[config.mk]
export PLATFORM = sky130hd
export DESIGN_NAME = instr_fetch_unit
export DESIGN_NICKNAME = d
export VERILOG_FILES = /design/src/rtl/cpu54_pkg.sv /design/src/rtl/fetch_fifo.sv /design/src/rtl/instr_fetch_unit.sv
export SDC_FILE = /design/constraint.sdc
export NUM_CORES = 1
export LEC_CHECK = 0
export ABC_AREA = 1
export ABC_CLOCK_PERIOD_IN_PS = 1650
export CAP_MARGIN = 30
export CORE_MARGIN = 4
export CORE_UTILIZATION = 35
export CTS_CLUSTER_DIAMETER = 80
export DETAILED_ROUTE_END_ITERATION = 8
export GPL_TIMING_DRIVEN = 1
export SLEW_MARGIN = 20
export SYNTH_ARGS = -nofsm -noshare
export SYNTH_HDL_FRONTEND = slang
export SYNTH_SLANG_ARGS = --single-unit
export TNS_END_PERCENT = 10
[constraint.sdc]
create_clock -name clk -period 1.65 [get_ports clk]
set_input_delay 0.165 -clock clk [delete_from_list [all_inputs] [get_ports clk]]
set_output_delay 0.165 -clock clk [all_outputs]
set_load 0.05 [all_outputs]
[src/rtl/cpu54_pkg.sv]
// Shared definitions for the cpu54 fetch stage: reset vector, datapath widths and
// the fetch FSM state type.
package cpu54_pkg;

   localparam logic [31:0] RESET_PC = 32'h0040_0000;
   localparam int INSTR_W = 32;
   localparam int ADDR_W  = 32;

   typedef enum logic {
      IDLE,
      WAIT
   } fetch_state_t;

endpackage

[src/rtl/fetch_fifo.sv]
// Small power-of-two FIFO holding fetched {pc, instr} pairs for the decoder.
// A flush empties it in one cycle and overrides any push or pop in that cycle.
module fetch_fifo #(
   parameter int DEPTH = 2,
   parameter int WIDTH = 64
) (
   input  logic                         clk,
   input  logic                         rst_n,
   input  logic                         push,
   input  logic [WIDTH-1:0]             push_data,
   input  logic                         pop,
   input  logic                         flush,
   output logic [$clog2(DEPTH+1)-1:0]   count,
   output logic [WIDTH-1:0]             head
);

   localparam int PTR_W = $clog2(DEPTH);
   localparam int CNT_W = $clog2(DEPTH + 1);
   localparam logic [CNT_W-1:0] FULL = CNT_W'(DEPTH);

   logic [WIDTH-1:0] mem [DEPTH];
   logic [PTR_W-1:0] rd_ptr;
   logic [PTR_W-1:0] wr_ptr;
   logic             do_push;
   logic             do_pop;

   // A push into a full FIFO is only accepted when the head leaves in the same cycle.
   assign do_pop  = pop && (count != '0) && !flush;
   assign do_push = push && ((count != FULL) || do_pop) && !flush;

   always_ff @(posedge clk or negedge rst_n) begin
      if (!rst_n) begin
         rd_ptr <= '0;
         wr_ptr <= '0;
         count  <= '0;
         for (int i = 0; i < DEPTH; i++) begin
            mem[i] <= '0;
         end
      end else if (flush) begin
         rd_ptr <= '0;
         wr_ptr <= '0;
         count  <= '0;
      end else begin
         if (do_push) begin
            mem[wr_ptr] <= push_data;
            wr_ptr      <= wr_ptr + PTR_W'(1);
         end
         if (do_pop) begin
            rd_ptr <= rd_ptr + PTR_W'(1);
         end
         if (do_push && !do_pop) begin
            count <= count + CNT_W'(1);
         end else if (do_pop && !do_push) begin
            count <= count - CNT_W'(1);
         end
      end
   end

   assign head = mem[rd_ptr];

endmodule

[src/rtl/instr_fetch_unit.sv]
// Fetch stage: owns the PC, keeps one instruction-memory request in flight and
// hands buffered words to decode; redirects flush the buffer and drop stale data.
module instr_fetch_unit #(
   parameter logic [cpu54_pkg::ADDR_W-1:0] RESET_PC = cpu54_pkg::RESET_PC,
   parameter int                           DEPTH    = 2
) (
   input  logic                            clk,
   input  logic                            rst_n,
   output logic                            imem_req,
   output logic [cpu54_pkg::ADDR_W-1:0]    imem_addr,
   input  logic                            imem_ack,
   input  logic [cpu54_pkg::INSTR_W-1:0]   imem_rdata,
   input  logic                            redirect_valid,
   input  logic [cpu54_pkg::ADDR_W-1:0]    redirect_pc,
   output logic                            ir_valid,
   input  logic                            ir_ready,
   output logic [cpu54_pkg::INSTR_W-1:0]   ir_instr,
   output logic [cpu54_pkg::ADDR_W-1:0]    ir_pc
);

   import cpu54_pkg::*;

   localparam int CNT_W = $clog2(DEPTH + 1);
   localparam logic [CNT_W-1:0] DEPTH_C = CNT_W'(DEPTH);
   localparam int ENTRY_W = ADDR_W + INSTR_W;

   fetch_state_t        state_q;
   fetch_state_t        state_d;
   logic [ADDR_W-1:0]   pc_q;
   logic [ADDR_W-1:0]   pc_d;
   logic [ADDR_W-1:0]   addr_d;
   logic [ADDR_W-1:0]   redirect_target;
   logic                req_d;
   logic                drop_q;
   logic                drop_d;
   logic                push;
   logic                pop;
   logic [CNT_W-1:0]    count;
   logic [ENTRY_W-1:0]  head;
   logic [ENTRY_W-1:0]  hold_q;

   assign redirect_target = redirect_pc & ~ADDR_W'(3);

   // drop marks an in-flight response that belongs to a path abandoned by a redirect.
   always_comb begin
      state_d = state_q;
      pc_d    = pc_q;
      addr_d  = imem_addr;
      req_d   = imem_req;
      drop_d  = drop_q;
      push    = 1'b0;
      case (state_q)
         IDLE: begin
            if (redirect_valid) begin
               pc_d = redirect_target;
            end else if (count < DEPTH_C) begin
               req_d   = 1'b1;
               addr_d  = pc_q;
               state_d = WAIT;
            end
         end
         WAIT: begin
            if (imem_ack) begin
               req_d   = 1'b0;
               drop_d  = 1'b0;
               state_d = IDLE;
               if (redirect_valid) begin
                  pc_d = redirect_target;
               end else if (!drop_q) begin
                  push = 1'b1;
                  pc_d = pc_q + ADDR_W'(4);
               end
            end else if (redirect_valid) begin
               drop_d = 1'b1;
               pc_d   = redirect_target;
            end
         end
         default: state_d = IDLE;
      endcase
   end

   always_ff @(posedge clk or negedge rst_n) begin
      if (!rst_n) begin
         state_q   <= IDLE;
         pc_q      <= RESET_PC;
         imem_req  <= 1'b0;
         imem_addr <= RESET_PC;
         drop_q    <= 1'b0;
         hold_q    <= '0;
      end else begin
         state_q   <= state_d;
         pc_q      <= pc_d;
         imem_req  <= req_d;
         imem_addr <= addr_d;
         drop_q    <= drop_d;
         if (ir_valid) begin
            hold_q <= head;
         end
      end
   end

   assign pop = ir_valid && ir_ready;

   fetch_fifo #(
      .DEPTH (DEPTH),
      .WIDTH (ENTRY_W)
   ) u_fifo (
      .clk       (clk),
      .rst_n     (rst_n),
      .push      (push),
      .push_data ({imem_addr, imem_rdata}),
      .pop       (pop),
      .flush     (redirect_valid),
      .count     (count),
      .head      (head)
   );

   // Outputs keep showing the last presented entry while the buffer is empty.
   assign ir_valid = (count != '0);
   assign ir_pc    = ir_valid ? head[ENTRY_W-1:INSTR_W] : hold_q[ENTRY_W-1:INSTR_W];
   assign ir_instr = ir_valid ? head[INSTR_W-1:0]       : hold_q[INSTR_W-1:0];

endmodule

==> run metrics, run 1 <==
number of CTS-inserted buffers 29; CTS tree yes; die height 189 µm; antenna cells 0; Clock Path Buffers 3; distinct cell type count after synthesis 34; Hold Crit Class in -> async; Final Slew Violations 0; Fin. Hold Viols 0; Fin Hold WS 0.118 ns; Yosys Warn Count 0; Vias/cell roughly 4.8; Setup-failing EPs final 66; # port buffers 164; Final period util 127%; Synth Area per Inst 9.04 µm²; DR pass1 iterations 5; Power Total 42.9 mW; reg2reg setup slack -0.03 ns; ys flop type dfrtp_1; antenna violations before repair 0; Worst-path clk slew 0.06 ns; worst slew pin tran 0.384 ns; H-tree depth 1; 1st-iter DRT viols 623; largest net degree at the start of global routing 60; worst vdd ir 1.15 mV; WP data arrival 1.93 ns; Initial Utilization a little over a third; total grt overflow 0; layout cell share with drive strength beyond 1 27.9%; sequential area share after synthesis a little under three fifths; Post-Syn Instances 1266; RSZ-0062 raised after global routing yes; Die Area 0.0357 mm²; Root Driver clkbuf_16; crit path launch type flip-flop; Final min period 2.09 ns; Vias 9536; DRC errors left 0; syn_nets around 1300; mean routed wirelength per cell 17.2 µm; PD cells 2440 mW/mm²; EDFF count, synth 0; antenna viol nets, final 0; max cap viols 0; Placement Cell Area 0.0155 mm²; #FFs+latches synth 263; skew final 0.0202 ns; synthesis-to-finish area growth 53.4%; CP Capture Type output pin; via count of the first global-routing pass about 9400; final std cell area, no fill approximately 0.018 mm²; pre-CTS setup slack -0.344 ns; x dimension of the die 189 µm; final layout net count 1585; worst setup path class reg -> out; Req. time, crit path between 1 and 1.5 ns; most common cell after layout, fill and taps aside nand2_1; Clock Latency Late Sink 0.54 ns; Rows 65; Max FO, Critical Path 10; Total Routing Usage GR 18.0%; mapped cell area about 0.011 mm²; ys async rst share 100%; Setup WS post-layout -0.445 ns; commonest non-fill, non-tap cells in the layout nand2_1, dfrtp_1, buf_4; Total Wirelength ~34000 µm; clk sinks roughly 260; max frequency 477 MHz; setup tns final -22.47 ns; leakage 8.05 nW; failing checks negative setup slack; first-pass GRT wire length 52400 µm; Rel. slew slack around 74%; Core Region 0.0319 mm²; status complete, but fails checks; Ports between 150 and 200; gpl congestion 0.878; Final HPWL DP 22200 µm
metal layers:
layer	up-vias	track usage (%)	share of wire, %
li1	4623	-	-
met2	222	29.7	48
met1	4647	25.5	46
met5	-	0	0
met3	44	2.45	4.3
met4	0	3.87	2.0
cells by family (layout without fill, tap and decap cells):
| group | Yosys count | in the layout | share of synthesized area [%] |
|---|---|---|---|
| DFF | 263 | 263 | 57.5 |
| buffers and inverters | 126 | 396 | 5.26 |
| xor gates and xnor gates | 3 | 3 | 0.230 |
| AOI/OAI and AO/OA | 161 | 161 | 7.98 |
| muxes | 67 | 67 | 6.59 |
| adders and majority gates | 1 | 1 | 0.109 |
| and+or+nand+nor | 645 | 645 | 22.3 |
state kept, by name, summed over array words and instances, names as in the netlist:
name,count
u_fifo.count,2
u_fifo.mem,128
drop_q,1
state_q,1
hold_q,64
u_fifo.rd_ptr,1
imem_req,1
pc_q,32
imem_addr,32
u_fifo.wr_ptr,1
power by group:
part           internal [mW]  leakage (nW)  switching [mW]
Combinational           11.2          4.24            14.1
Sequential              9.18          3.33            1.82
Clock                   4.11         0.483            2.54
Total                   24.5          8.05            18.4
worst max-delay path, stage by stage, from the launching register on:
cell and delay (ns):
dfrtp_2 0.47, clkinv_4 0.15, buf_12 0.11, clkbuf_16 0.16, nand2_1 0.10, a31oi_4 0.23
buf_12 0.17
path summary, 6_finish.rpt:
check,startpoint,endpoint,depth (start not counted)
worst min-delay path,rst_n,pc_q[6],2
worst min register to register,u_fifo.mem[123],u_fifo.mem[123],2
worst max-delay path,u_fifo.rd_ptr,ir_pc[16],6
worst max register to register,pc_q[2],pc_q[26],11
min in group clk,imem_rdata[28],u_fifo.mem[92],3
max in group asynchronous,rst_n,u_fifo.mem[108],3
synth_stat cells, drive strengths merged (10+ instances only):
cell type	number	area share, %
o21ai	74	3.2
a31oi	65	3.6
nand2	481	16
inv	55	1.8
a21oi	10	0.44
nand3	43	2.0
nor2	104	3.6
clkbuf	37	1.2
nand4	10	0.55
mux2	67	6.6
buf	33	2.2
dfrtp	261	57
stage by stage:
step | utilization, % | cells
floorplan | - | 1266
global placement | 48.5 | 1883
detailed placement | 48.5 | 1883
CTS | 52.9 | 1947
global route | 55.1 | 1971
finish | 55.1 | 1971
timing repair:
action                                 CTS  global route
pin swaps                                8            35
cloned                                   3             9
endpoints found under the hold margin  262             0
gates resized for setup                 60            91
buffers inserted                         8            16
setup endpoints to repair               68           214
hold buffers                             1             0
layout make-up:
type	instances	area, µm²
sequential	263	6590
inverter	56	219
timing repair buffer	288	3680
fill	2803	14300
clock inverter	8	140
clock buffer	44	842
multi-input combinational	877	5540
tap	435	544
Note: power is estimated with default switching activity, not from simulation.
==> run 2: changes to the inputs <==
--- a/config.mk
+++ b/config.mk
@@ -14,4 +14,6 @@
 export DETAILED_ROUTE_END_ITERATION = 8
 export GPL_TIMING_DRIVEN = 1
+export REMOVE_ABC_BUFFERS = 1
+export SKIP_CTS_REPAIR_TIMING = 1
 export SLEW_MARGIN = 20
 export SYNTH_ARGS = -nofsm -noshare
==> constraint.sdc (replaced) <==
create_clock -name clk -period 1.65 [get_ports clk]
set_input_delay 0.33 -clock clk [delete_from_list [all_inputs] [get_ports clk]]
set_output_delay 0.33 -clock clk [all_outputs]
set_load 0.05 [all_outputs]
==> run 2 against run 1 <==
  * The run still ends with negative setup slack left
  * Global-route usage shrank 0.74 points
  * Fmax shrank 5.3%
  * Non-clock buffer count shrank 7
  * Cell count shrank 0.10%
  * Combinational power shrank 6%
  * Die area is the same
  * Sequential power is essentially flat
  * Clock power grew 1%
  * Register-to-register slack lost 0.03 ns
  * Core utilization shrank 1.1 points
  * Total power shrank 3.3%
==> run metrics, run 2 (synthesis gave the netlist of run 1 again) <==
status complete, but fails checks (unchanged); failing checks negative setup slack (unchanged); commonest non-fill, non-tap cells in the layout nand2_1, dfrtp_1, buf_12 (was nand2_1, dfrtp_1, buf_4); Hold Crit Class in -> async (unchanged); largest net degree at the start of global routing 54 (was 60); Max FO, Critical Path 12 (was 10); Final Slew Violations 0 (unchanged); Final period util 134% (was 127%); Core Region 0.0319 mm² (unchanged); CTS tree yes (unchanged); Reg with most FFs u_fifo.mem (unchanged); R2R Path Start u_fifo.count[0] (was pc_q[2]); antenna viol nets, final 0 (unchanged); mean routed wirelength per cell 17.0 µm (was 17.2 µm); Rel. slew slack 69.7% (was 74.4%); worst slew pin tran 0.455 ns (was 0.384 ns); FF-to-FF End u_fifo.mem[94] (was pc_q[26]); Root Driver clkbuf_16 (unchanged); first-pass GRT wire length 50600 µm (was 52400 µm); DR pass1 iterations 5 (unchanged); synthesis-to-finish area growth 50.3% (was 53.4%); Initial Utilization 35.9% (unchanged); Clock Path Buffers 3 (unchanged); layout cell share with drive strength beyond 1 24.4% (was 27.9%); Rows 65 (unchanged); reg2reg setup slack -0.06 ns (was -0.03 ns); Req. time, crit path 1.32 ns (was 1.48 ns); die height 189 µm (unchanged); antenna cells 0 (unchanged); max reg flops 128 (unchanged); x dimension of the die 189 µm (unchanged); Die Area 0.0357 mm² (unchanged); H-tree depth 1 (unchanged); Fin. Hold Viols 0 (unchanged); R2R cell count 10 (was 11); top flop regs u_fifo.mem: 128 flops, hold_q: 64 flops (unchanged); number of CTS-inserted buffers 30 (was 29); WP data arrival 1.88 ns (was 1.93 ns); Final HPWL DP 21900 µm (was 22200 µm); 1st-iter DRT viols 628 (was 623); Worst-path clk slew 0.06 ns (about the same); Layout Utilization 53.9% (was 55.1%); Total Wirelength 33500 µm (was 33900 µm); max cap viols 0 (unchanged); Vias/cell 4.93 (was 4.84); Vias 9702 (was 9536); crit path to ir_instr[10] (was ir_pc[16]); worst vdd ir 1.43 mV (was 1.15 mV); Final min period 2.21 ns (was 2.09 ns); clk sinks 263 (unchanged); Clock Latency Late Sink 0.54 ns (about the same); # port buffers 164 (unchanged); total grt overflow 0 (unchanged); via count of the first global-routing pass 9321 (was 9406); worst setup path class reg -> out (unchanged); Total Routing Usage GR 17.2% (was 18.0%); Setup WS post-layout -0.563 ns (was -0.445 ns); gpl congestion 0.906 (was 0.878); final layout net count 1580 (was 1585); skew final 0.0106 ns (was 0.0202 ns); RSZ-0062 raised after global routing yes (unchanged); Worst Setup SP u_fifo.count[1] (was u_fifo.rd_ptr); crit path launch type flip-flop (unchanged); DRC errors left 0 (unchanged); max frequency 452 MHz (was 477 MHz); Ports 167 (unchanged); leakage 8.03 nW (was 8.05 nW); antenna violations before repair 0 (unchanged); PD cells 2410 mW/mm² (was 2440 mW/mm²); Setup-failing EPs final 134 (was 66); most common cell after layout, fill and taps aside nand2_1 (unchanged); Power Total 41.5 mW (was 42.9 mW); CP Capture Type output pin (unchanged)
[run 2: where the power goes]
part	internal (mW)	switching (mW)
logic	10.8	13.0
clock network	4.10	2.64
registers	9.17	1.74
total	24.1	17.4
[run 2: cell type report]
type / instances / area (µm²)
inverters: 56 / 223
repair buffers: 281 / 3900
clock buffers: 45 / 908
flip-flops and latches: 263 / 6590
fillers: 2767 / 14700
well taps: 435 / 544
clock inverters: 11 / 110
multi-input cells: 878 / 4930
[run 2: worst max-delay path: stages, from the launching register on]
cell       delay [ns]
dfrtp_1          0.41
inv_4            0.13
nand2_4          0.14
clkbuf_16        0.24
a31oi_2          0.24
buf_12           0.18
[run 2: worst min-delay path by stage]
stage          cells past startpoint        endpoint  slack, ns  startpoint
3_5_place_dp                       1      hold_q[14]       0.30       rst_n
2_1_floorplan                      0          drop_q       0.03       rst_n
6_report                           2  u_fifo.mem[78]       0.32       rst_n
3_3_place_gp                       1      hold_q[14]       0.29       rst_n
5_1_grt                            2      hold_q[14]       0.34       rst_n
4_1_cts                            1      hold_q[14]      -0.28       rst_n
[run 2: metal layers]
layer | routed length (µm) | track usage, %
met5 | 0 | 0
met4 | 511 | 3.14
met3 | 1450 | 2.33
met2 | 16200 | 28.5
met1 | 15400 | 24.7
[run 2: stage by stage]
step	setup TNS [ns]	instances	worst slack, ns	cell area, µm²	hold WS [ns]
detailed placement	-83.18	1903	-0.528	15300	0.296
finish	-34.94	1969	-0.563	17200	0.323
CTS	-46.04	1959	-0.807	16300	-0.285
global route	-49.31	1969	-0.654	17200	0.338
global placement	-81.60	1903	-0.516	15300	0.292
floorplan	-612.68	1196	-3.02	11100	0.0344
==> run 3: changes to the inputs <==
ABC_CLOCK_PERIOD_IN_PS = 2400   (was 1650)
GPL_ROUTABILITY_DRIVEN = 0   (was not set)
clock period = 2.4 ns   (was 1.65 ns; I/O delays follow)
==> run 3 against run 2 <==
  * Core utilization shrank 2.5 points
  * Cell area decreased by 4.6%
  * Global-route usage is 0.18 points lower
  * First-iteration DRC count fell by 13%
  * Via count fell by 2.7%
  * Count of clock-buffer cells in the layout unchanged
  * Largest cell class unchanged
  * Die area did not move
  * The flow still finishes with violations (negative setup slack)
  * Sequential power decreased by 32%
  * Wire length fell by 2.8%
==> run metrics, run 3 (synthesis gave the netlist of run 1 again) <==
status complete, but fails checks (unchanged); failing checks negative setup slack (unchanged); top flop regs u_fifo.mem: 128 flops, hold_q: 64 flops (unchanged); Initial Utilization 35.9% (unchanged); Worst-path clk slew 0.06 ns (about the same); most common cell after layout, fill and taps aside nand2_1 (unchanged); mean routed wirelength per cell 17.0 µm (about the same); Hold Crit Class reg -> reg (was in -> async); RSZ-0062 raised after global routing yes (unchanged); Die Area 0.0357 mm² (unchanged); Clock Latency Late Sink 0.51 ns (was 0.54 ns); Fin. Hold Viols 0 (unchanged); max frequency 398 MHz; Final period util 105%; die height 189 µm (unchanged); Vias 9440 (was 9702); crit path launch type flip-flop (unchanged); max cap viols 0 (unchanged); R2R cell count 7 (was 10); max reg flops 128 (unchanged); Ports 167 (unchanged); Req. time, crit path 1.92 ns (was 1.32 ns); Fin Hold WS 0.466 ns (was 0.323 ns); antenna viol nets, final 0 (unchanged); antenna cells 0 (unchanged); antenna violations before repair 0 (unchanged); layout cell share with drive strength beyond 1 18.4% (was 24.4%); Final Slew Violations 0 (unchanged); Root Driver clkbuf_16 (unchanged); FF-to-FF End u_fifo.mem[51] (was u_fifo.mem[94]); Rel. slew slack 60.5% (was 69.7%); Total Routing Usage GR 17.1% (was 17.2%); first-pass GRT wire length 49600 µm (was 50600 µm); number of CTS-inserted buffers 34 (was 30); Placement Cell Area 0.0144 mm² (was 0.0153 mm²); Final min period 2.51 ns; CTS tree yes (unchanged); worst slew pin tran 0.591 ns (was 0.455 ns); Clock Path Buffers 3 (unchanged); DRC errors left 0 (unchanged); Hold EP u_fifo.mem[96]; largest net degree at the start of global routing 70 (was 54); Core Region 0.0319 mm² (unchanged); Final HPWL DP 20600 µm (was 21900 µm); Setup WS post-layout -0.113 ns (was -0.563 ns); skew final 0.0246 ns (was 0.0106 ns); hold path cells 2; DR pass1 iterations 5 (unchanged); Hold Path Origin u_fifo.mem[96]; PD cells 1690 mW/mm² (was 2410 mW/mm²); CP Capture Type output pin (unchanged); 1st-iter DRT viols 548 (was 628); commonest non-fill, non-tap cells in the layout nand2_1, dfrtp_1, nor2_1, clkdlybuf4s50_1, buf_12 (was nand2_1, dfrtp_1, buf_12); clk sinks 263 (unchanged); Fillers 2950 (was 2767); worst setup path class reg -> out (unchanged); x dimension of the die 189 µm (unchanged); via count of the first global-routing pass 9042 (was 9321); synthesis-to-finish area growth 43.4% (was 50.3%); reg2reg setup slack 0.43 ns (was -0.06 ns); final layout net count 1530 (was 1580); Vias/cell 4.92 (was 4.93); Max FO, Critical Path 19 (was 12); Reg with most FFs u_fifo.mem (unchanged); Total Wirelength 32600 µm (was 33500 µm); Setup-failing EPs final 63 (was 134); leakage 7.60 nW (was 8.03 nW); worst vdd ir 0.863 mV (was 1.43 mV); final std cell area, no fill 0.0164 mm² (was 0.0172 mm²); total grt overflow 0 (unchanged); R2R Path Start u_fifo.count[0] (unchanged); # port buffers 164 (unchanged); Rows 65 (unchanged); WP data arrival 2.03 ns (was 1.88 ns); H-tree depth 2 (was 1)
==> run 3: layer usage <==
metal | global-route usage [%] | wire [µm]
met5 | 0 | 0
met4 | 3.22 | 411
met3 | 3.30 | 1780
met2 | 28.5 | 15900
met1 | 23.5 | 14500
==> run 3: how the worst max path moves through the flow <==
stage,start,to,slack [ns],depth (start not counted)
6_report,u_fifo.count[1],ir_instr[24],-0.11,7
5_1_grt,u_fifo.count[1],ir_instr[24],-0.21,7
4_1_cts,u_fifo.count[1],ir_pc[0],-0.41,6
3_5_place_dp,imem_ack,u_fifo.mem[51],0.06,7
3_3_place_gp,imem_ack,u_fifo.mem[1],0.08,7
2_1_floorplan,imem_ack,u_fifo.mem[100],-2.35,7
==> run 3: critical path, cell delays in order, from the launching register on <==
cell and delay [ns]:
dfrtp_2 0.40, clkinvlp_4 0.18, nand2_8 0.12, buf_12 0.14
buf_12 0.17, nor2_1 0.07, a31oi_2 0.26, buf_12 0.18
==> run 3: layout make-up <==
type                    instances  area (µm²)  area share [%]
flip-flops and latches        263        6590            40.1
repair buffers                227        3110            18.9
inverters                      56         218            1.33
clock buffers                  45         986            6.01
multi-input cells             878        4860            29.6
well taps                     435         544            3.32
clock inverters                14         106           0.648
==> run 3: through the flow <==
step	worst slack (ns)	power, mW	TNS [ns]	utilization (%)	std cells
3_3_place_gp	0.0757	21.0	0	45.3	1836
5_1_grt	-0.211	29.0	-9.63	51.5	1918
3_5_place_dp	0.0579	21.1	0	45.3	1836
6_report	-0.113	27.7	-3.95	51.5	1918
4_1_cts	-0.408	26.2	-17.97	48.7	1895
2_1_floorplan	-2.35	13.7	-429.57	-	1196
==> run 3: where the power goes <==
| group | internal (mW) | total [mW] | switching [mW] |
|---|---|---|---|
| Clock | 3.00 | 4.91 | 1.91 |
| Sequential | 6.31 | 7.37 | 1.06 |
| Combinational | 6.54 | 15.4 | 8.85 |
